[config.mk]
export PLATFORM = sky130hd
export DESIGN_NAME = sm_accumulator
export DESIGN_NICKNAME = d
export VERILOG_FILES = /design/src/rtl/sm_accumulator.sv
export SDC_FILE = /design/constraint.sdc
export NUM_CORES = 1
export LEC_CHECK = 0
export ABC_AREA = 1
export CORE_MARGIN = 8
export CORE_UTILIZATION = 60
export DETAILED_ROUTE_END_ITERATION = 16
export PLACE_DENSITY = 0.82
export SYNTH_ARGS = -nofsm -noshare
export SYNTH_HDL_FRONTEND = slang
export SYNTH_SLANG_ARGS = --single-unit
[constraint.sdc]
create_clock -name clk -period 6.9 [get_ports clk]
set_input_delay 0.69 -clock clk [delete_from_list [all_inputs] [get_ports clk]]
set_output_delay 0.69 -clock clk [all_outputs]
set_load 0.03 [all_outputs]
[src/rtl/sm_accumulator.sv]
// sm_accumulator: sums groups of sign-magnitude operands and returns a saturated sign-magnitude total per group
module sm_accumulator #(
  parameter int WIDTH = 32,
  parameter int GUARD = 8,
  parameter int CNT_W = 16
) (
  input  logic             clk,
  input  logic             rst,
  input  logic [WIDTH-1:0] in_data,
  input  logic             in_valid,
  input  logic             in_last,
  output logic             in_ready,
  output logic [WIDTH-1:0] out_sum,
  output logic             out_sat,
  output logic [CNT_W-1:0] out_count,
  output logic             out_valid,
  input  logic             out_ready
);
  localparam int AW = WIDTH + GUARD;
  localparam int MW = WIDTH - 1;
  typedef enum logic {ACCUM, DRAIN} state_t;
  state_t state;
  logic [AW-1:0] acc, mag, op, sum, abs_sum;
  logic [CNT_W-1:0] cnt, cnt_n;
  logic wov, wov_sign, ovf, wov_n, wsign_n, neg, big;
  logic [WIDTH-1:0] res;
  assign mag = {{(GUARD+1){1'b0}}, in_data[MW-1:0]};
  assign in_ready = (state == ACCUM);
  assign out_valid = (state == DRAIN);
  always_comb begin
    op = in_data[MW] ? -mag : mag;
    sum = acc + op;
    ovf = (acc[AW-1] == op[AW-1]) && (sum[AW-1] != acc[AW-1]);
    wov_n = wov | ovf;
    wsign_n = wov ? wov_sign : op[AW-1];
    cnt_n = &cnt ? cnt : cnt + 1'b1;
    neg = sum[AW-1];
    abs_sum = neg ? -sum : sum;
    big = |abs_sum[AW-1:MW];
    res = wov_n ? {wsign_n, {MW{1'b1}}} : big ? {neg, {MW{1'b1}}} : {neg, abs_sum[MW-1:0]};
  end
  always_ff @(posedge clk) begin
    if (rst) begin
      state <= ACCUM;
      acc <= '0;
      cnt <= '0;
      wov <= 1'b0;
      wov_sign <= 1'b0;
      out_sum <= '0;
      out_sat <= 1'b0;
      out_count <= '0;
    end else if (state == ACCUM) begin
      if (in_valid && in_last) begin
        state <= DRAIN;
        out_sum <= res;
        out_sat <= wov_n | big;
        out_count <= cnt_n;
        acc <= '0;
        cnt <= '0;
        wov <= 1'b0;
        wov_sign <= 1'b0;
      end else if (in_valid) begin
        acc <= sum;
        cnt <= cnt_n;
        wov <= wov_n;
        wov_sign <= wsign_n;
      end
    end else if (out_ready) begin
      state <= ACCUM;
    end
  end
endmodule

==> results of run 1 <==
==> logic make-up (layout without fill, tap and decap cells) <==
group	count (synthesis)	in the layout	synth area share (%)
and+or+nand+nor	1038	1038	46.2
buffers and inverters	279	349	11.0
AOI/OAI and AO/OA	228	228	11.9
DFF	108	108	21.2
xor gates and xnor gates	47	47	4.03
adders and majority gates	46	46	5.70
==> layout make-up <==
class                           instances  area, µm²
Multi-Input combinational cell       1359       6940
Fill cell                            1584       5080
Sequential cell                       108       2160
Timing Repair Buffer                   98        973
Inverter                              235        885
Tap cell                              220        275
Clock buffer                           10        239
Clock inverter                          6       80.1
==> routing by layer <==
layer,wire length (µm),vias up,track usage [%]
met1,13200,5076,35.6
met5,0,-,0
li1,-,5614,-
met3,2220,71,4.08
met2,14900,390,50.3
met4,1130,0,11.8
==> cells in the final DEF, fill, tap and decap left out, types with 2 or more instances in the layout <==
cell type,instances
sky130_fd_sc_hd__dfxtp_1,108
sky130_fd_sc_hd__nand2_4,9
sky130_fd_sc_hd__ha_1,45
sky130_fd_sc_hd__a21o_1,6
sky130_fd_sc_hd__nand2_2,37
sky130_fd_sc_hd__nand3b_1,7
sky130_fd_sc_hd__nand4_1,23
sky130_fd_sc_hd__o21bai_1,4
sky130_fd_sc_hd__or2_2,2
sky130_fd_sc_hd__and2_1,2
sky130_fd_sc_hd__nor4_1,6
sky130_fd_sc_hd__buf_12,2
sky130_fd_sc_hd__a21oi_2,3
sky130_fd_sc_hd__a22oi_1,2
sky130_fd_sc_hd__o21ai_0,88
sky130_fd_sc_hd__clkbuf_16,9
sky130_fd_sc_hd__nor2_1,207
sky130_fd_sc_hd__xnor2_1,11
sky130_fd_sc_hd__clkdlybuf4s50_1,86
sky130_fd_sc_hd__nor3_1,16
sky130_fd_sc_hd__inv_6,2
sky130_fd_sc_hd__a21oi_1,109
sky130_fd_sc_hd__or2_1,2
sky130_fd_sc_hd__o21ai_1,4
sky130_fd_sc_hd__clkinv_1,2
sky130_fd_sc_hd__nand2_1,562
sky130_fd_sc_hd__o31ai_1,2
sky130_fd_sc_hd__buf_4,9
sky130_fd_sc_hd__nor2_2,18
sky130_fd_sc_hd__nor2_4,39
sky130_fd_sc_hd__inv_2,12
sky130_fd_sc_hd__a31oi_1,4
sky130_fd_sc_hd__nand3_2,10
sky130_fd_sc_hd__nand3_1,96
sky130_fd_sc_hd__xor2_1,36
sky130_fd_sc_hd__inv_1,220
==> registers in the layout (all words and copies together) (netlist names) <==
| signal | flops |
|---|---|
| acc | 40 |
| out_sum | 32 |
| cnt | 16 |
| out_count | 16 |
| out_sat | 1 |
| out_valid | 1 |
| wov | 1 |
| wov_sign | 1 |
==> metrics by stage <==
step / hold WS [ns] / area (µm²)
6_report: 0.474 / 11600
5_1_grt: 0.490 / 11600
4_1_cts: 0.475 / 11600
3_5_place_dp: 0.463 / 11200
3_3_place_gp: 0.457 / 11200
2_1_floorplan: 0.450 / 10200
==> power groups by stage <==
| stage | logic, mW | clock network, mW | registers [mW] |
|---|---|---|---|
| after detailed placement | 0.902 | 0 | 0.697 |
| after floorplan | 0.627 | 0 | 0.731 |
| after CTS | 0.907 | 0.581 | 0.683 |
| final | 0.915 | 0.576 | 0.684 |
| after global routing | 1.01 | 0.603 | 0.688 |
| after global placement | 0.887 | 0 | 0.697 |
==> path summary, 6_finish.rpt <==
check | end | start | depth (start not counted)
setup / recovery | out_sum[0] | in_data[0] | 36
hold / removal | acc[25] | acc[25] | 2
setup reg to reg | out_sum[0] | acc[0] | 26
hold reg to reg | acc[25] | acc[25] | 2
==> critical path: cells and delay by family <==
family / cells / cell delay [ns]
simple gates: 22 / 2.89
fa+ha+maj: 2 / 0.51
compound gates: 6 / 1.18
buf+inv: 6 / 1.22
==> impl_summary.log, run 1 <==
INFO  metric post_synth_cell_types = 47
INFO  metric fin_cells = 2036
INFO  metric vias_per_cell = approximately 5.5
INFO  metric clockBufferDepth = 2
INFO  metric total_power = 2.17 mW
INFO  metric post-route-drc-count = 0
INFO  metric report.final.setup_viol = 0
INFO  metric worst_slew_margin_rel = a little over a third
INFO  metric synth_largest_type_area_fraction = 21.2%
INFO  metric post-synth-top-count-cell = sky130_fd_sc_hd__nand2_1
INFO  metric placement.setup.worst_slack = 0.393 ns
INFO  metric post_synth_inst_count = 1746
INFO  metric dp.cells = 2020
INFO  metric fmaxAchievable = around 160 MHz
INFO  metric dpl.hpwl = around 25 mm
INFO  metric ctsResizeCount = 0
INFO  metric yosys_warnings = 0
INFO  metric static-leakage-power = 5.56 nW
INFO  metric die_area = 21500 µm²
INFO  metric r2r_slack = 2.51 ns
INFO  metric p_sw = 0.924 mW
INFO  metric worstSetupPathType = in2reg
INFO  metric synth.largest_area_cell = sky130_fd_sc_hd__dfxtp_1
INFO  metric coreArea = 16600 µm²
INFO  metric firstDrtPassIters = 6
INFO  metric worst_skew_pair.late_latency = ~0.36 ns
INFO  metric cts_htree_levels = 3
INFO  metric critical-path-max-stage-delay = 0.44 ns
INFO  metric finClkSkew = 0.0142 ns
INFO  metric floorplan.initialDensity = 61.4%
INFO  metric pin_count = 88
INFO  metric detail_route.wirelength = between 30 and 40 mm
INFO  metric clock_sinks = 108
INFO  metric first_global_vias = 10579
INFO  metric worst_slack = 0.658 ns
INFO  metric tns = 0 ns
INFO  metric cts.hold.buffers_added = 0
INFO  metric critical_path.startpoint_type = input pin
INFO  metric status = finished, final reports clean
INFO  metric postRouteAntennaNets = 0
INFO  metric internal_power = 1.25 mW
INFO  metric combinational_cell_fraction_of_total_power = 42.1%
INFO  metric grt_max_degree = 75
INFO  metric layout-drive-gt1-share = 8.87%
INFO  metric synth_common_cells = sky130_fd_sc_hd__nand2_1 (563), sky130_fd_sc_hd__inv_1 (220), sky130_fd_sc_hd__nor2_1 (208), sky130_fd_sc_hd__a21oi_1 (109), sky130_fd_sc_hd__dfxtp_1 (108)
INFO  metric finalCriticalPeriod = 6.24 ns
INFO  metric yosys_register_bits = 108
INFO  metric synthesis.nets = roughly 1800
INFO  metric worstPathArrival = 6.49 ns
INFO  metric netSwitchingFraction = a little over two fifths
INFO  metric postSynthAreaPerCell = about 5.9 µm²
INFO  metric ys_seq_area_share = a little over a fifth
INFO  metric pwr-share-seq = 31.4%
INFO  metric global_route.overflow_total = 0
INFO  metric irDropWorstVdd = 160 µV
INFO  metric worst_slew_pin_slew = 0.963 ns
INFO  metric critPathRequiredTime = 7.15 ns
INFO  metric clock_tree.root_cell = sky130_fd_sc_hd__clkbuf_16
INFO  metric post_synth_main_area_contributors = sky130_fd_sc_hd__dfxtp_1 (21%), sky130_fd_sc_hd__nand2_1 (21%), sky130_fd_sc_hd__inv_1 (8.1%)
INFO  metric timing.final.max_slew_violations = 0
INFO  metric cts.reportedPaths.clkPinSlew = about 0.080 ns
INFO  metric finalHoldViolCount = 0
INFO  metric postCtsSetupRepairBufs = 0
INFO  metric worstSetupEndpointType = register
INFO  metric ratio_of_total_power_to_cell_area = 188 nW/µm²
INFO  metric routedWlPerCell = 15.5 µm
INFO  metric synth-edff-count = 0
INFO  metric worst-path-max-fanout = 15
INFO  metric min-delay-path-class = reg2reg
INFO  metric clock_tree_from_tritoncts = built
INFO  metric cpMostUsedCell = sky130_fd_sc_hd__nand2_1
INFO  metric fp.dieW = about 150 µm
INFO  metric die_h = 147 µm
INFO  metric finalCritPeriodShare = 90.5%
INFO  metric via_count = 11151
INFO  metric async_s_r_ff_share_synth = 0%
INFO  metric cp_slowest_cell = sky130_fd_sc_hd__clkdlybuf4s50_1
INFO  metric antenna_found_initial = 0
INFO  metric grt_pass1_wl = 51.5 mm
INFO  metric area_growth_syn_to_layout = 13.1%
INFO  metric num_rows = 47
INFO  metric maxCapViolCount = 0
INFO  metric grt_setup_unrepaired = no
INFO  metric buffer_ports.inserted = 87
INFO  metric gp_routability_congestion = 1.01
INFO  metric fin_nets = between 1500 and 2000
INFO  metric insertedDiodeCount = 0
INFO  metric numCtsBuffers = 9
INFO  metric global_routing_usage_summed_across_all_routing_layers = 29.1%
INFO  metric dominant_register_cell_in_the_synthesized_netlist = sky130_fd_sc_hd__dfxtp_1
INFO  metric syn_area = 10200 µm²
INFO  metric utilization = 69.4%
INFO  metric first_iter_violations = 1006
INFO  metric pwr-share-clk = 26.5%
Power figures use the tool's default switching activity.
==> run 2: changes to the inputs <==
Settings changed: ABC_AREA 1 to unset, CORE_UTILIZATION 60 to 59.
==> run 2 against run 1 <==
Design area is 9.9% lower. Via count is 16% lower. Area after synthesis is 13% lower. Clock skew is 0.0078 ns lower. Global-route usage is 1.8 points lower. Utilization is 0.32 points higher. Non-clock buffer count is 33 higher. Register-to-register slack worse by 0.81 ns. Clock power is 5.2% higher. Cell count is 30% lower. First-iteration DRC count is 5.9% lower. Synthesized cell count is 34% lower. Critical path type unchanged. Largest cell class unchanged. Highest routed layer unchanged.
==> impl_summary.log, run 2 <==
INFO  metric status = finished, final reports clean (unchanged)
INFO  metric clock_sinks = 108 (unchanged)
INFO  metric worstRegToRegCells = 16 (was 26)
INFO  metric clockBufferDepth = 2 (unchanged)
INFO  metric post-synth-top-count-cell = sky130_fd_sc_hd__nor2_1 (was sky130_fd_sc_hd__nand2_1)
INFO  metric ratio_of_total_power_to_cell_area = 206 nW/µm² (was 188 nW/µm²)
INFO  metric combinational_cell_fraction_of_total_power = 40.0% (was 42.1%)
INFO  metric critical-path-max-stage-delay = 0.56 ns (was 0.44 ns)
INFO  metric worst_slew_pin_slew = 0.907 ns (was 0.963 ns)
INFO  metric dominant_register_cell_in_the_synthesized_netlist = sky130_fd_sc_hd__dfxtp_1 (unchanged)
INFO  metric ys_seq_area_share = 24.4% (was 21.2%)
INFO  metric clock_tree.root_cell = sky130_fd_sc_hd__clkbuf_16 (unchanged)
INFO  metric antenna_found_initial = 0 (unchanged)
INFO  metric post-route-drc-count = 0 (unchanged)
INFO  metric finClkSkew = 0.00643 ns (was 0.0142 ns)
INFO  metric hold-path-cell-count = 2 (unchanged)
INFO  metric worst_slew_margin_rel = 39.6% (was 35.6%)
INFO  metric largest_register_ffs = 40 (unchanged)
INFO  metric critical_path.startpoint_type = input pin (unchanged)
INFO  metric detail_route.wirelength = 27.4 mm (was 31.5 mm)
INFO  metric die_h = 139 µm (was 147 µm)
INFO  metric tns = 0 ns (unchanged)
INFO  metric finalHoldViolCount = 0 (unchanged)
INFO  metric critPathTopFamily = simple AND/OR/NAND/NOR gates (unchanged)
INFO  metric dpl.hpwl = 20.1 mm (was 24.7 mm)
INFO  metric num_rows = 45 (was 47)
INFO  metric internal_power = 1.31 mW (was 1.25 mW)
INFO  metric netSwitchingFraction = 38.8% (was 42.5%)
INFO  metric synth-xor-area-share = 8.89% (was 4.03%)
INFO  metric coreArea = 14900 µm² (was 16600 µm²)
INFO  metric worst-path-max-fanout = 26 (was 15)
INFO  metric global_route.overflow_total = 0 (unchanged)
INFO  metric yosys_warnings = 0 (unchanged)
INFO  metric numCtsBuffers = 9 (unchanged)
INFO  metric post_synth_inst_count = 1154 (was 1746)
INFO  metric layout.cells.most_common = sky130_fd_sc_hd__nor2_1 (was sky130_fd_sc_hd__nand2_1)
INFO  metric cts.reportedPaths.clkPinSlew = 0.08 ns (about the same)
INFO  metric finalCritPeriodShare = 96.6% (was 90.5%)
INFO  metric finalCriticalPeriod = 6.67 ns (was 6.24 ns)
INFO  metric grt_pass1_wl = 44.4 mm (was 51.5 mm)
INFO  metric timing.final.max_slew_violations = 0 (unchanged)
INFO  metric firstDrtPassIters = 5 (was 6)
INFO  metric fin_area = 10400 µm² (was 11600 µm²)
INFO  metric synth-edff-count = 0 (unchanged)
INFO  metric report.final.setup_viol = 0 (unchanged)
INFO  metric worstSetupEndpointType = register (unchanged)
INFO  metric insertedDiodeCount = 0 (unchanged)
INFO  metric post_synth_cell_types = 93 (was 47)
INFO  metric post_synth_main_area_contributors = sky130_fd_sc_hd__dfxtp_1 (24%), sky130_fd_sc_hd__nor2_1 (6.9%), sky130_fd_sc_hd__ha_1 (6.4%) (was sky130_fd_sc_hd__dfxtp_1 (21%), sky130_fd_sc_hd__nand2_1 (21%), sky130_fd_sc_hd__inv_1 (8.1%))
INFO  metric floorplan.initialDensity = 59.4% (was 61.4%)
INFO  metric critPathRequiredTime = 7.11 ns (was 7.15 ns)
INFO  metric vias_per_cell = 6.52 (was 5.48)
INFO  metric synth_common_cells = sky130_fd_sc_hd__nor2_1 (162), sky130_fd_sc_hd__dfxtp_1 (108), sky130_fd_sc_hd__nand2_1 (103), sky130_fd_sc_hd__a21oi_1 (82), sky130_fd_sc_hd__o21ai_0 (63) (was sky130_fd_sc_hd__nand2_1 (563), sky130_fd_sc_hd__inv_1 (220), sky130_fd_sc_hd__nor2_1 (208), sky130_fd_sc_hd__a21oi_1 (109), sky130_fd_sc_hd__dfxtp_1 (108))
INFO  metric max_flop_register = acc (unchanged)
INFO  metric synthesis.nets = 1237 (was 1829)
INFO  metric routedWlPerCell = 19.1 µm (was 15.5 µm)
INFO  metric pwr-share-clk = 28.3% (was 26.5%)
INFO  metric worstPathArrival = 6.88 ns (was 6.49 ns)
INFO  metric grt_max_degree = 77 (was 75)
INFO  metric final.fill_count = 1256 (was 1584)
INFO  metric static-leakage-power = 3.85 nW (was 5.56 nW)
INFO  metric number_of_cells_on_the_critical_path = 21 (was 36)
INFO  metric irDropWorstVdd = 155 µV (was 160 µV)
INFO  metric min-delay-path-class = reg2reg (unchanged)
INFO  metric fp.dieW = 139 µm (was 147 µm)
INFO  metric global_routing_usage_summed_across_all_routing_layers = 27.3% (was 29.1%)
INFO  metric yosys_register_bits = 108 (unchanged)
INFO  metric grt_setup_unrepaired = no (unchanged)
INFO  metric syn_area = 8860 µm² (was 10200 µm²)
INFO  metric maxCapViolCount = 0 (unchanged)
INFO  metric fin_nets = 1322 (was 1894)
INFO  metric postSynthAreaPerCell = 7.68 µm² (was 5.85 µm²)
INFO  metric layout-drive-gt1-share = 10.9% (was 8.87%)
INFO  metric fmaxAchievable = 150 MHz (was 160 MHz)
INFO  metric pin_count = 88 (unchanged)
INFO  metric worstSetupPathType = in2reg (unchanged)
INFO  metric most-common-layout-cells = sky130_fd_sc_hd__nor2_1 (160), sky130_fd_sc_hd__dfxtp_1 (108), sky130_fd_sc_hd__nand2_1 (102), sky130_fd_sc_hd__clkdlybuf4s50_1 (86), sky130_fd_sc_hd__a21oi_1 (82) (was sky130_fd_sc_hd__nand2_1 (562), sky130_fd_sc_hd__inv_1 (220), sky130_fd_sc_hd__nor2_1 (207), sky130_fd_sc_hd__a21oi_1 (109), sky130_fd_sc_hd__dfxtp_1 (108))
INFO  metric yosys-mux-area-fraction = 0.734% (was 0%)
INFO  metric buffer_ports.inserted = 87 (unchanged)
INFO  metric via_count = 9343 (was 11151)
INFO  metric die_area = 19200 µm² (was 21500 µm²)
INFO  metric synth_largest_type_area_fraction = 24.4% (was 21.2%)
INFO  metric first_global_vias = 8868 (was 10579)
INFO  metric worst_skew_pair.late_latency = 0.37 ns (was 0.36 ns)
INFO  metric async_s_r_ff_share_synth = 0% (unchanged)
INFO  metric crit_path_buf_inv_count = 3 (was 6)
INFO  metric synth-compound-area-share = 30.9% (was 11.9%)
INFO  metric pwr-share-seq = 31.7% (was 31.4%)
INFO  metric yosys.area_share.simple = 24.4% (was 46.2%)
INFO  metric synth.largest_area_cell = sky130_fd_sc_hd__dfxtp_1 (unchanged)
INFO  metric gp_routability_congestion = 0.941 (was 1.01)
INFO  metric p_sw = 0.833 mW (was 0.924 mW)
INFO  metric postRouteAntennaNets = 0 (unchanged)
INFO  metric cp_slowest_cell = sky130_fd_sc_hd__or4_4 (was sky130_fd_sc_hd__clkdlybuf4s50_1)
INFO  metric cts_htree_levels = 3 (unchanged)
INFO  metric post_synthesis_share_of_cell_area_spent_on_full_adders_half_adders_and_majority_gates = 6.58% (was 5.70%)
INFO  metric place_area = 10000 µm² (was 11200 µm²)
INFO  metric area_growth_syn_to_layout = 17.4% (was 13.1%)
INFO  metric reg.largest.list = acc x40, out_sum x32 (unchanged)
INFO  metric clock_tree_from_tritoncts = built (unchanged)
INFO  metric synth_top_family_by_area = compound AO/OA/AOI/OAI gates (was simple AND/OR/NAND/NOR gates)
INFO  metric crit_path_cell_chain = clkdlybuf4s50_1 -> or4_4 -> or3_1 -> or2_0 -> buf_4 -> o31ai_1 -> xnor2_1 -> ha_1 -> nand2_1 -> or3_1 -> or2_1 -> a21oi_2 -> o21ai_0 -> a211oi_2 -> nand4_1 -> nor4_1 -> mux2_2 -> a221o_1 -> nor4_4 -> buf_12 -> a211oi_2
INFO  metric first_iter_violations = 947 (was 1006)
==> run 2: cells by family (layout without fill, tap and decap cells) <==
| family | Yosys count | in the layout |
|---|---|---|
| compound gates | 380 | 380 |
| xor+xnor | 87 | 87 |
| fa+ha+maj | 46 | 46 |
| buf+inv | 84 | 174 |
| flops | 108 | 108 |
| mux | 6 | 6 |
| simple gates | 443 | 443 |
==> run 2: final cells by class <==
| type | count | area (µm²) | area share (%) |
|---|---|---|---|
| tap | 188 | 235 | 2.26 |
| clock inverter | 7 | 116 | 1.12 |
| sequential | 108 | 2160 | 20.8 |
| timing repair buffer | 131 | 1210 | 11.6 |
| multi-input combinational | 962 | 6360 | 61.1 |
| inverter | 27 | 101 | 0.974 |
| clock buffer | 9 | 225 | 2.16 |
==> run 2: path summary, 6_finish.rpt <==
kind / from / endpoint / slack (ns)
max reg2reg: acc[0] / out_sum[17] / 1.70
min: acc[10] / acc[10] / 0.46
min reg2reg: acc[10] / acc[10] / 0.46
max: in_data[12] / out_sum[17] / 0.23
==> run 2: power groups by stage <==
stage	combinational (mW)	clock (mW)	sequential (mW)
2_1_floorplan	0.542	0	0.723
3_3_place_gp	0.813	0	0.693
3_5_place_dp	0.827	0	0.693
4_1_cts	0.836	0.610	0.679
5_1_grt	0.923	0.636	0.683
6_report	0.859	0.606	0.680
==> run 2: tightest hold or removal path: stages, from the launching register on <==
cell,delay [ns]
sky130_fd_sc_hd__dfxtp_1,0.32
sky130_fd_sc_hd__nand2_1,0.05
sky130_fd_sc_hd__a21oi_1,0.05
==> run 2: per-stage QoR <==
stage,cells,hold slack [ns],utilization [%],setup WS (ns),total power [mW]
after floorplan,1154,0.436,-,0.789,1.27
after global placement,1415,0.444,67.3,0.0391,1.51
after detailed placement,1415,0.449,67.3,-0.128,1.52
after CTS,1431,0.462,69.6,0.229,2.13
after global routing,1432,0.480,69.8,0.00119,2.24
final,1432,0.462,69.8,0.235,2.15
==> run 2: routing by layer <==
layer | GRT usage, % | part of all wire (%) | vias to the layer above
li1 | - | - | 4431
met1 | 38.1 | 44 | 4413
met2 | 41.6 | 44 | 453
met3 | 4.73 | 10 | 46
met4 | 9.32 | 2.0 | 0
met5 | 0 | 0 | -
==> run 2: timing repair <==
item / in CTS / in global routing
gates resized for setup: 0 / 2
setup endpoints to repair: 0 / 32
buffers inserted: 0 / 1
hold buffers: 0 / 0
==> run 3: changes to the inputs <==
Settings changed: CORE_MARGIN 8 to unset.
==> run 3 against run 2 <==
Design area is 0.55% higher. Clock skew rose by 0.0067 ns. Global-route usage rose by 7.3 points. Worst hold slack worse by 0.011 ns. Power shrank 2.6%.
==> impl_summary.log, run 3 (synthesis results as in run 2) <==
INFO  metric status = finished, final reports clean (unchanged)
INFO  metric critPathTopFamily = simple AND/OR/NAND/NOR gates (unchanged)
INFO  metric vias_per_cell = 6.46 (was 6.52)
INFO  metric worstPathArrival = 6.73 ns (was 6.88 ns)
INFO  metric critPathRequiredTime = 7.11 ns (about the same)
INFO  metric worst_slew_pin_slew = 0.954 ns (was 0.907 ns)
INFO  metric most-common-layout-cells = sky130_fd_sc_hd__nor2_1 (160), sky130_fd_sc_hd__dfxtp_1 (108), sky130_fd_sc_hd__nand2_1 (102), sky130_fd_sc_hd__clkdlybuf4s50_1 (86), sky130_fd_sc_hd__a21oi_1 (82) (unchanged)
INFO  metric tns = 0 ns (unchanged)
INFO  metric routedWlPerCell = 18.7 µm (was 19.1 µm)
INFO  metric numCtsBuffers = 9 (unchanged)
INFO  metric finalCritPeriodShare = 94.6% (was 96.6%)
INFO  metric finalCriticalPeriod = 6.52 ns (was 6.67 ns)
INFO  metric insertedDiodeCount = 0 (unchanged)
INFO  metric place_area = 10100 µm² (was 10000 µm²)
INFO  metric fp.dieW = 125 µm (was 139 µm)
INFO  metric die_h = 125 µm (was 139 µm)
INFO  metric min-delay-path-class = reg2reg (unchanged)
INFO  metric hold_path_end = out_count[0] (was acc[10])
INFO  metric die_area = 15500 µm² (was 19200 µm²)
INFO  metric worstSetupEndpointType = register (unchanged)
INFO  metric worst_r2r_startpoint = acc[0] (unchanged)
INFO  metric maxCapViolCount = 0 (unchanged)
INFO  metric worst_slack = 0.376 ns (was 0.235 ns)
INFO  metric cts.reportedPaths.clkPinSlew = 0.08 ns (about the same)
INFO  metric global_routing_usage_summed_across_all_routing_layers = 34.7% (was 27.3%)
INFO  metric timing.hold.worst.start = out_count[0] (was acc[10])
INFO  metric max_flop_register = acc (unchanged)
INFO  metric worstRegToRegCells = 17 (was 16)
INFO  metric hold-worst-slack = 0.451 ns (was 0.462 ns)
INFO  metric buffer_ports.inserted = 87 (unchanged)
INFO  metric antenna_found_initial = 0 (unchanged)
INFO  metric reg.largest.list = acc x40, out_sum x32 (unchanged)
INFO  metric postRouteAntennaNets = 0 (unchanged)
INFO  metric finClkSkew = 0.0132 ns (was 0.00643 ns)
INFO  metric pin_count = 88 (unchanged)
INFO  metric ratio_of_total_power_to_cell_area = 200 nW/µm² (was 206 nW/µm²)
INFO  metric worstSetupPathType = in2reg (unchanged)
INFO  metric global_route.overflow_total = 0 (unchanged)
INFO  metric first_iter_violations = 884 (was 947)
INFO  metric layout-drive-gt1-share = 11.7% (was 10.9%)
INFO  metric worst_slew_margin_rel = 36.4% (was 39.6%)
INFO  metric layout.cells.most_common = sky130_fd_sc_hd__nor2_1 (unchanged)
INFO  metric fmaxAchievable = 153 MHz (was 150 MHz)
INFO  metric num_rows = 44 (was 45)
INFO  metric cp_slowest_cell = sky130_fd_sc_hd__or4_4 (unchanged)
INFO  metric via_count = 9281 (was 9343)
INFO  metric firstDrtPassIters = 5 (unchanged)
INFO  metric crit_path_cell_chain = clkdlybuf4s50_1 -> or4_4 -> or3_1 -> or2_0 -> buf_4 -> o31ai_1 -> xnor2_1 -> ha_1 -> nand2_1 -> or3_1 -> or2_1 -> a2111oi_1 -> a211oi_1 -> a21oi_2 -> nand4b_4 -> nor4_2 -> mux2_2 -> a221o_1 -> nor4_4 -> buf_12 -> a211oi_1 (was clkdlybuf4s50_1 -> or4_4 -> or3_1 -> or2_0 -> buf_4 -> o31ai_1 -> xnor2_1 -> ha_1 -> nand2_1 -> or3_1 -> or2_1 -> a21oi_2 -> o21ai_0 -> a211oi_2 -> nand4_1 -> nor4_1 -> mux2_2 -> a221o_1 -> nor4_4 -> buf_12 -> a211oi_2)
INFO  metric grt_pass1_wl = 44.1 mm (was 44.4 mm)
INFO  metric final.fill_count = 1209 (was 1256)
INFO  metric clock_sinks = 108 (unchanged)
INFO  metric timing.final.max_slew_violations = 0 (unchanged)
INFO  metric worst_skew_pair.late_latency = 0.37 ns (about the same)
INFO  metric utilization = 71.7% (was 69.8%)
INFO  metric crit_path_buf_inv_count = 3 (unchanged)
INFO  metric report.final.setup_viol = 0 (unchanged)
INFO  metric grt_max_degree = 79 (was 77)
INFO  metric placement.setup.worst_slack = -0.0116 ns (was -0.128 ns)
INFO  metric largest_register_ffs = 40 (unchanged)
INFO  metric detail_route.wirelength = 26.8 mm (was 27.4 mm)
INFO  metric fin_nets = 1330 (was 1322)
INFO  metric cts_htree_levels = 3 (unchanged)
INFO  metric irDropWorstVdd = 129 µV (was 155 µV)
INFO  metric post-route-drc-count = 0 (unchanged)
INFO  metric critical-path-max-stage-delay = 0.56 ns (about the same)
INFO  metric finalHoldViolCount = 0 (unchanged)
INFO  metric gp_routability_congestion = 0.989 (was 0.941)
INFO  metric clockBufferDepth = 2 (unchanged)
INFO  metric r2r_slack = 1.85 ns (was 1.70 ns)
INFO  metric hold-path-cell-count = 2 (unchanged)
INFO  metric dpl.hpwl = 19.8 mm (was 20.1 mm)
INFO  metric grt_setup_unrepaired = no (unchanged)
INFO  metric critical_path.startpoint_type = input pin (unchanged)
INFO  metric static-leakage-power = 3.89 nW (was 3.85 nW)
INFO  metric floorplan.initialDensity = 60.7% (was 59.4%)
INFO  metric area_growth_syn_to_layout = 18.1% (was 17.4%)
INFO  metric clock_tree_from_tritoncts = built (unchanged)
INFO  metric clock_tree.root_cell = sky130_fd_sc_hd__clkbuf_16 (unchanged)
INFO  metric first_global_vias = 8704 (was 8868)
INFO  metric postCtsSetupRepairBufs = 0 (unchanged)
INFO  metric coreArea = 14600 µm² (was 14900 µm²)
INFO  metric fin_area = 10500 µm² (was 10400 µm²)
INFO  metric worst-path-max-fanout = 25 (was 26)
INFO  metric end_of_the_worst_register_to_register_path = out_sum[0] (was out_sum[17])
[run 3: metrics by stage]
stage | power (mW) | instances
finish | 2.09 | 1436
global route | 2.18 | 1436
CTS | 2.07 | 1436
detailed placement | 1.52 | 1420
global placement | 1.52 | 1420
floorplan | 1.27 | 1154
[run 3: how the worst max path moves through the flow]
stage / slack (ns) / from / cells after the start / end
5_1_grt: 0.01 / in_data[12] / 21 / out_sum[0]
3_3_place_gp: 0.03 / in_data[12] / 21 / out_sum[0]
6_report: 0.38 / in_data[12] / 21 / out_sum[0]
3_5_place_dp: -0.01 / in_data[12] / 21 / out_sum[0]
2_1_floorplan: 0.79 / in_data[12] / 22 / out_sum[23]
4_1_cts: 0.36 / in_data[12] / 21 / out_sum[0]
[run 3: routing by layer]
| metal | vias to the layer above | share of wire, % | GRT usage, % |
|---|---|---|---|
| li1 | 4458 | - | - |
| met4 | 0 | 2.2 | 12.7 |
| met1 | 4389 | 44 | 47.5 |
| met3 | 42 | 7.9 | 4.98 |
| met2 | 392 | 45 | 55.2 |
| met5 | - | 0 | 0 |
[run 3: power breakdown]
part / total, mW / switching (mW) / internal (mW)
sequential: 0.680 / 0.0237 / 0.657
combinational: 0.859 / 0.528 / 0.331
clock: 0.549 / 0.286 / 0.262
[run 3: what timing repair did]
action                                  in CTS  in global routing
endpoints found under the hold margin        0                  0
hold buffers                                 0                  0
resized for setup                            0                  5
endpoints found under the setup margin       0                 32
[run 3: cell type report]
class | instances | area, µm² | share of cell area [%]
inverter | 27 | 101 | 0.968
clock inverter | 7 | 93.8 | 0.897
clock buffer | 9 | 225 | 2.15
sequential | 108 | 2160 | 20.7
timing repair buffer | 139 | 1270 | 12.1
multi-input combinational | 962 | 6380 | 61.0
tap | 184 | 230 | 2.20
[run 3: worst register-to-register path, stage by stage, from the launching register on]
cell	delay, ns
sky130_fd_sc_hd__dfxtp_1	0.33
sky130_fd_sc_hd__ha_1	0.23
sky130_fd_sc_hd__inv_1	0.07
sky130_fd_sc_hd__fa_1	0.41
sky130_fd_sc_hd__nand2b_1	0.23
sky130_fd_sc_hd__a21oi_2	0.41
sky130_fd_sc_hd__a41oi_2	0.24
sky130_fd_sc_hd__buf_4	0.21
sky130_fd_sc_hd__a21oi_1	0.47
sky130_fd_sc_hd__a41o_1	0.27
sky130_fd_sc_hd__nor3_1	0.08
sky130_fd_sc_hd__or3_4	0.43
sky130_fd_sc_hd__nor3_2	0.19
sky130_fd_sc_hd__nor3_1	0.07
sky130_fd_sc_hd__or4b_4	0.51
sky130_fd_sc_hd__nor4_4	0.35
sky130_fd_sc_hd__buf_12	0.27
sky130_fd_sc_hd__a211oi_1	0.12
